### src/rtl/bus_grant_arbiter.sv
`default_nettype none
// ============================================================================
// Module   : bus_grant_arbiter
// Brief    : Round-robin burst arbiter driving a 4-way tri-state bus selector.
// Revision : 1.0 - initial release
// ============================================================================
module bus_grant_arbiter #(
    parameter int MAX_BURST  = 16,
    parameter int TURNAROUND = 1
) (
    input  logic       clock,
    input  logic       reset,
    input  logic [3:0] req,
    output logic [3:0] grant,
    output logic [1:2] s,
    output logic       enable,
    output logic       busy
);

    localparam int c_CNT_W = $clog2(MAX_BURST + 1);

    typedef enum logic [1:0] {
        ST_IDLE  = 2'd0,
        ST_GRANT = 2'd1,
        ST_TURN  = 2'd2
    } state_t;

    state_t               r_state;
    logic [1:0]           r_rr_ptr;
    logic [c_CNT_W-1:0]   r_burst_cnt;

    state_t               w_state_nx;
    logic [3:0]           w_grant_nx;
    logic [1:2]           w_s_nx;
    logic                 w_enable_nx;
    logic                 w_busy_nx;
    logic [1:0]           w_ptr_nx;
    logic [c_CNT_W-1:0]   w_cnt_nx;

    logic [1:0]           w_owner;
    logic                 w_release;
    logic [1:0]           w_arb_ptr;
    logic [3:0]           w_arb_req;
    logic [1:0]           w_cand;
    logic                 w_arb_valid;
    logic [1:0]           w_arb_idx;

    assign w_owner = s;

    // In GRANT the search starts after the current owner and excludes it,
    // which is what back-to-back handover needs; otherwise rr_ptr is used.
    always_comb begin
        w_arb_ptr   = (r_state == ST_GRANT) ? (w_owner + 2'd1) : r_rr_ptr;
        w_arb_req   = (r_state == ST_GRANT) ? (req & ~grant) : req;
        w_arb_valid = 1'b0;
        w_arb_idx   = 2'd0;
        w_cand      = 2'd0;
        for (int i = 3; i >= 0; i--) begin
            w_cand = w_arb_ptr + i[1:0];
            if (w_arb_req[w_cand]) begin
                w_arb_valid = 1'b1;
                w_arb_idx   = w_cand;
            end
        end
    end

    always_comb begin
        w_state_nx  = r_state;
        w_grant_nx  = grant;
        w_s_nx      = s;
        w_enable_nx = enable;
        w_busy_nx   = busy;
        w_ptr_nx    = r_rr_ptr;
        w_cnt_nx    = r_burst_cnt;
        w_release   = (r_state == ST_GRANT) &&
                      (!req[w_owner] || (r_burst_cnt == c_CNT_W'(MAX_BURST)));

        case (r_state)
            ST_IDLE, ST_TURN: begin
                if (w_arb_valid) begin
                    w_state_nx  = ST_GRANT;
                    w_grant_nx  = 4'b0001 << w_arb_idx;
                    w_s_nx      = w_arb_idx;
                    w_enable_nx = 1'b1;
                    w_busy_nx   = 1'b1;
                    w_cnt_nx    = c_CNT_W'(1);
                end else begin
                    w_state_nx  = ST_IDLE;
                    w_grant_nx  = 4'b0000;
                    w_enable_nx = 1'b0;
                    w_busy_nx   = 1'b0;
                    w_cnt_nx    = '0;
                end
            end
            ST_GRANT: begin
                if (!w_release) begin
                    w_cnt_nx = r_burst_cnt + c_CNT_W'(1);
                end else begin
                    w_ptr_nx    = w_owner + 2'd1;
                    w_grant_nx  = 4'b0000;
                    w_enable_nx = 1'b0;
                    w_cnt_nx    = '0;
                    if (TURNAROUND != 0) begin
                        w_state_nx = ST_TURN;
                        w_busy_nx  = 1'b1;
                    end else if (w_arb_valid) begin
                        w_state_nx  = ST_GRANT;
                        w_grant_nx  = 4'b0001 << w_arb_idx;
                        w_s_nx      = w_arb_idx;
                        w_enable_nx = 1'b1;
                        w_busy_nx   = 1'b1;
                        w_cnt_nx    = c_CNT_W'(1);
                    end else begin
                        w_state_nx = ST_IDLE;
                        w_busy_nx  = 1'b0;
                    end
                end
            end
            default: begin
                w_state_nx  = ST_IDLE;
                w_grant_nx  = 4'b0000;
                w_enable_nx = 1'b0;
                w_busy_nx   = 1'b0;
                w_cnt_nx    = '0;
            end
        endcase
    end

    always_ff @(posedge clock) begin
        if (reset) begin
            r_state     <= ST_IDLE;
            grant       <= 4'b0000;
            s           <= 2'b00;
            enable      <= 1'b0;
            busy        <= 1'b0;
            r_rr_ptr    <= 2'd0;
            r_burst_cnt <= '0;
        end else begin
            r_state     <= w_state_nx;
            grant       <= w_grant_nx;
            s           <= w_s_nx;
            enable      <= w_enable_nx;
            busy        <= w_busy_nx;
            r_rr_ptr    <= w_ptr_nx;
            r_burst_cnt <= w_cnt_nx;
        end
    end

endmodule
`default_nettype wire
### config.mk
export PLATFORM = sky130hd
export DESIGN_NAME = bus_grant_arbiter
export DESIGN_NICKNAME = d
export VERILOG_FILES = /design/src/rtl/bus_grant_arbiter.sv
export SDC_FILE = /design/constraint.sdc
export NUM_CORES = 1
export LEC_CHECK = 0
export CORE_MARGIN = 1.5
export CORE_UTILIZATION = 49
export CTS_CLUSTER_SIZE = 25
export DETAILED_ROUTE_END_ITERATION = 6
export GPL_TIMING_DRIVEN = 0
export PLACE_DENSITY = 0.85
export RECOVER_POWER = 25
export SLEW_MARGIN = 20
export SYNTH_ARGS = -nofsm -noshare
export SYNTH_HDL_FRONTEND = slang
export SYNTH_SLANG_ARGS = --single-unit
### constraint.sdc
create_clock -name clock -period 4 [get_ports clock]
set_input_delay 0.8 -clock clock [delete_from_list [all_inputs] [get_ports clock]]
set_output_delay 0.8 -clock clock [all_outputs]
set_load 0.05 [all_outputs]
==> impl_metrics.ini, run 1 <==
[outcome]
status = finished clean

[placed_design]
placed_cell_area_mm2 = 0.00107
io_buffers = 13
dp_cells = 133
gp_congestion = 0.905
dp_hpwl_mm = 1.55

[power]
power_switching_w = 0.000177
p_leak_nw = 0.397
power_density_mw_per_mm2 = 427
vdd_drop_max_mv = 0.276
p_int_w = 0.000289
swShare = 0.379
power_frac_comb = 0.361
pwr-share-clk = 0.195
power_frac_seq = 0.444

[yosys]
synth_cell_types = 42
synth-edff-count = 0
synth_top_area_frac = 0.376
yosys_warnings = 0
ys_async_sr_fraction = 0
ys.flop_type = dfxtp_1
ys_seq_elements = 17
synthTopCellsByArea = dfxtp_1 (38%), nor2_1 (3.3%), inv_1 (2.9%)
yosys.area.top_type = dfxtp_1
avgSynthCellArea_um2 = 9.54
syn-instance-count = 95
syn_area_um2 = 906
synth_nets = 103
synth.yosys.seq_area_share = 0.376

[sta]
worstMarginPinSlew_ns = 0.775
hold_violations = 0
drv_slew = 0
rsz0062_at_grt = false
fin_crit_ns = 2.56
tns_ns = 0
setup_violations = 0
finClkSkew_ns = 0.0141
period_share = 0.641
fmax_ghz = 0.390
slew_headroom = 0.479

[final_layout]
design_area_mm2 = 0.00109
area_delta_synth_final_pct = 20.4
final_cells = 137
layout-drive-gt1-share = 0.116
nNetsFinal = 121
antennaDiodeCount = 0

[setup_path]
crit_required_ns = 4.23
cp_slowest_cell = dlygate4sd3_1
path_cells = dlygate4sd3_1, inv_1, a221oi_1, a211oi_1, o21ai_0, a32o_1
critPathMaxFanout = 6
crit_type = primary input to flop
cp_slowest_stage_delay_ns = 0.71
crit_path_end_kind = flop
crit_arrival_ns = 2.79
start_kind = primary input

[clocking]
cts_tree = yes
cts_root_buf = clkbuf_4
cts_max_path_buffers = 2
worst_skew_pair.late_latency_ns = 0.29
h-tree-depth = 1
cts_setup_buffers = 0
cts_num_sinks = 17
clkTransAtPathRegs_ns = 0.09
holdBufCountCts = 0
ctsResizeCount = 0
cts_buffers = 3

[detailed_routing]
viasPerCell = 5.99
wl_mm = 1.97
ant_nets = 0
firstDrtPassIters = 5
drc = 0
routedWlPerCell_um = 14.4
first_iter_violations = 26
vias = 821

[global_routing]
grt_pass1_wl_mm = 3.31
antenna_found_initial = 0
grt_overflow = 0
grt_max_degree = 11
grt_pass1_vias = 746
grt.total_usage = 0.219

[flow_run]
cap_violations = 0

[die]
die_area_mm2 = 0.00212
die_w_um = 46.0
start_util = 0.525
rows = 15
io_pins = 14
core_area_mm2 = 0.00173
die_height_um = 46.0

[min_path]
hold_path_class = flop to flop
-- sequential cells by signal (all words and copies together), names as in the netlist --
register,flops
busy,1
enable,1
grant,4
r_burst_cnt,5
r_rr_ptr,2
r_state,2
s,2
-- layer usage --
| metal | wire (um) | track usage | vias up |
|---|---|---|---|
| met3 | 135 | 0.0476 | 4 |
| met1 | 862 | 0.303 | 392 |
| met2 | 946 | 0.339 | 27 |
| li1 | - | - | 398 |
| met4 | 22 | 0.0686 | 0 |
| met5 | 0 | 0 | - |
-- cell type report --
class,count,area [um^2]
fill,156,636
multi-input combinational,69,520
sequential,17,340
timing repair buffer,13,130
tap,25,31.3
inverter,7,26.3
clock buffer,3,22.5
buffer,2,15.0
clock inverter,1,5.00
-- worst max-delay path, delay by kind of cell --
kind / cells / cell delay (ns)
AO/OA/AOI/OAI: 4 / 1.21
buffers and inverters: 2 / 0.78
-- cell usage in the layout, fill, tap and decap left out, drive strengths merged, types with 2 or more instances in the layout --
cell type / instances
nand2: 7
nand3b: 3
a21oi: 5
dlygate4sd3: 3
nor3: 2
a32o: 2
o31ai: 3
xor2: 3
a221oi: 4
ha: 2
o41ai: 2
o221ai: 2
clkdlybuf4s50: 10
o22ai: 3
clkbuf: 4
dfxtp: 17
nand3: 2
nor2: 8
inv: 7
-- stage by stage --
stage / hold WS [ns] / power (W) / util / setup slack [ns]
final: 0.466 / 0.000466 / 0.632 / 1.44
after detailed placement: 0.455 / 0.000381 / 0.618 / 1.29
after global placement: 0.448 / 0.000376 / 0.618 / 1.30
after global routing: 0.489 / 0.000488 / 0.632 / 1.32
after floorplan: 0.479 / 0.000329 / - / 2.05
after CTS: 0.475 / 0.000470 / 0.634 / 1.59
-- synth_stat cells, drive strengths merged (2+ instances only) --
cell type  instances
a221oi             4
o221ai             2
nand3b             3
nor2               8
xor2               3
nand2              7
o31ai              3
a32o               2
dfxtp             17
nor3               2
a21oi              5
o22ai              3
o41ai              2
inv                7
nand3              2
ha                 2
-- logic make-up after synthesis --
kind of cell	after synthesis	synth area share
buf+inv	9	0.0456
compound gates	33	0.311
mux	3	0.0483
fa+ha+maj	2	0.0276
flops	17	0.376
xor+xnor	4	0.0387
simple gates	27	0.153
-- power groups by stage --
stage / combinational (W) / clock, W / sequential (W)
final: 0.000168 / 0.0000910 / 0.000207
after detailed placement: 0.000170 / 0 / 0.000211
after floorplan: 0.0000869 / 0 / 0.000242
after CTS: 0.000171 / 0.0000921 / 0.000207
after global routing: 0.000180 / 0.0000991 / 0.000209
after global placement: 0.000166 / 0 / 0.000210
-- final timing paths --
path	start	end	slack [ns]	cells after the start
min	enable$_SDFFE_PP0P_	enable$_SDFFE_PP0P_	0.47	2
max	req[2]	grant[2]$_SDFFE_PP0P_	1.44	6
min reg2reg	enable$_SDFFE_PP0P_	enable$_SDFFE_PP0P_	0.47	2
max reg2reg	r_state[0]$_SDFFE_PP0P_	grant[1]$_SDFFE_PP0P_	1.97	5
(Power assumes the default switching activity.)
==> inputs of run 2 (changes only) <==
--- a/config.mk
+++ b/config.mk
@@ -6,11 +6,11 @@
 export NUM_CORES = 1
 export LEC_CHECK = 0
 export CORE_MARGIN = 1.5
-export CORE_UTILIZATION = 49
+export CORE_UTILIZATION = 46
 export CTS_CLUSTER_SIZE = 25
 export DETAILED_ROUTE_END_ITERATION = 6
 export GPL_TIMING_DRIVEN = 0
-export PLACE_DENSITY = 0.85
+export PLACE_DENSITY = 0.84
 export RECOVER_POWER = 25
 export SLEW_MARGIN = 20
 export SYNTH_ARGS = -nofsm -noshare
==> constraint.sdc (replaced) <==
create_clock -name clock -period 2.1 [get_ports clock]
set_input_delay 0.42 -clock clock [delete_from_list [all_inputs] [get_ports clock]]
set_output_delay 0.42 -clock clock [all_outputs]
set_load 0.05 [all_outputs]
==> run 2 against run 1 <==
Register-to-register slack worse by 1.7 ns; first-iteration DRC count down 62%; final cell count unchanged; via count down 1.9%; highest routed layer unchanged; largest power group unchanged; non-clock buffer count unchanged; die area up 6.1%.
==> impl_metrics.ini, run 2 (same netlist as run 1, synthesis figures left out) <==
[outcome]
status = finished clean

[final_layout]
largest-register = r_burst_cnt
antennaDiodeCount = 0
design_area_mm2 = 0.00110
largestRegisters = r_burst_cnt (5), grant (4)
largest_reg_flops = 5
mostFrequentLayoutCells = dfxtp_1 (16), clkdlybuf4s50_1 (11), inv_1 (7), nor2_1 (7), nand2_1 (7)
nNetsFinal = 121
layout-drive-gt1-share = 0.143
area_delta_synth_final_pct = 21.7
mostFrequentLayoutCell = dfxtp_1

[die]
die_area_mm2 = 0.00224
start_util = 0.508
core_area_mm2 = 0.00178
rows = 15
io_pins = 14
die_w_um = 47.4
die_height_um = 47.4

[global_routing]
grt.total_usage = 0.216
gr-usage-met2 = 0.330
antenna_found_initial = 0
met1_usage = 0.275
busiest_layer = met2
grt_max_degree = 11
grt_pass1_vias = 701
gr-usage-met3 = 0.0692
grt_overflow = 0
grt_pass1_wl_mm = 3.20

[setup_path]
start_kind = flop
path_buf_inv = 1
critPathMaxFanout = 6
path_cells = clkdlybuf4s50_1
cp_slowest_cell = clkdlybuf4s50_1
crit_type = flop to primary output
crit_required_ns = 1.68
crit_path_end_kind = primary output
cp_slowest_stage_delay_ns = 0.84
cp_top_family = buffers and inverters
crit_arrival_ns = 1.60

[flow_run]
cap_violations = 0

[sta]
setup_ws_ns = 0.0819
worstMarginPinSlew_ns = 0.874
rsz0062_at_grt = false
hold_violations = 0
period_share = 0.961
drv_slew = 0
setup_violations = 0
fmax_ghz = 0.496
holdWs_ns = 0.474
slew_headroom = 0.412
fin_crit_ns = 2.02
finClkSkew_ns = 0.00741

[clocking]
cts_root_buf = clkbuf_4
cts_num_sinks = 17
cts_setup_buffers = 0
h-tree-depth = 1
cts_tree = yes
clkTransAtPathRegs_ns = 0.09
worst_skew_pair.late_latency_ns = 0.30
cts_max_path_buffers = 2
cts_buffers = 3

[detailed_routing]
firstDrtPassIters = 4
drc = 0
vias = 805
routedWlPerCell_um = 14.2
viasPerCell = 5.88
first_iter_violations = 10
ant_nets = 0
wl_mm = 1.95

[placed_design]
gp_congestion = 0.810
pre_cts_ws_ns = -0.216
io_buffers = 13
dp_hpwl_mm = 1.51
placed_cell_area_mm2 = 0.00107

[power]
power_density_mw_per_mm2 = 811
p_leak_nw = 0.396
power_w = 0.000894
vdd_drop_max_mv = 0.581

[min_path]
hold_path_class = flop to flop
run 2: final timing paths:
| path | start | end | slack (ns) | cells after the start |
|---|---|---|---|---|
| worst min-delay path | enable$_SDFFE_PP0P_ | enable$_SDFFE_PP0P_ | 0.47 | 2 |
| worst min register to register | enable$_SDFFE_PP0P_ | enable$_SDFFE_PP0P_ | 0.47 | 2 |
| worst max register to register | r_burst_cnt[0]$_SDFF_PP0_ | busy$_SDFFE_PP0P_ | 0.25 | 6 |
| worst max-delay path | s[2]$_SDFFE_PP0P_ | s[2] | 0.08 | 1 |
run 2: report_power, final:
group          internal [W]  switching, W  total, W
logic              0.000128      0.000196  0.000325
clock network     0.0000742      0.000101  0.000175
registers          0.000355     0.0000389  0.000394
run 2: layout make-up:
type,count,area [um^2]
Buffer,2,15.0
Clock buffer,4,26.3
Fill cell,157,681
Inverter,7,26.3
Multi-Input combinational cell,69,532
Sequential cell,17,342
Tap cell,25,31.3
Timing Repair Buffer,13,130
run 2: layer usage:
layer | up-vias | part of all wire
li1 | 397 | -
met1 | 382 | 0.45
met2 | 21 | 0.47
met3 | 5 | 0.061
met4 | 0 | 0.020
met5 | - | 0
run 2: timing repair:
action | CTS | global route
setup endpoints to repair | 0 | 2
endpoints found under the hold margin | 0 | 0
resized for setup | 0 | 3
hold buffers | 0 | 0
run 2: per-stage QoR:
stage / utilization / cells / setup TNS [ns]
global placement: 0.599 / 133 / -1.92
detailed placement: 0.599 / 133 / -1.90
global route: 0.618 / 137 / 0
finish: 0.618 / 137 / 0
floorplan: - / 95 / 0
CTS: 0.613 / 137 / 0
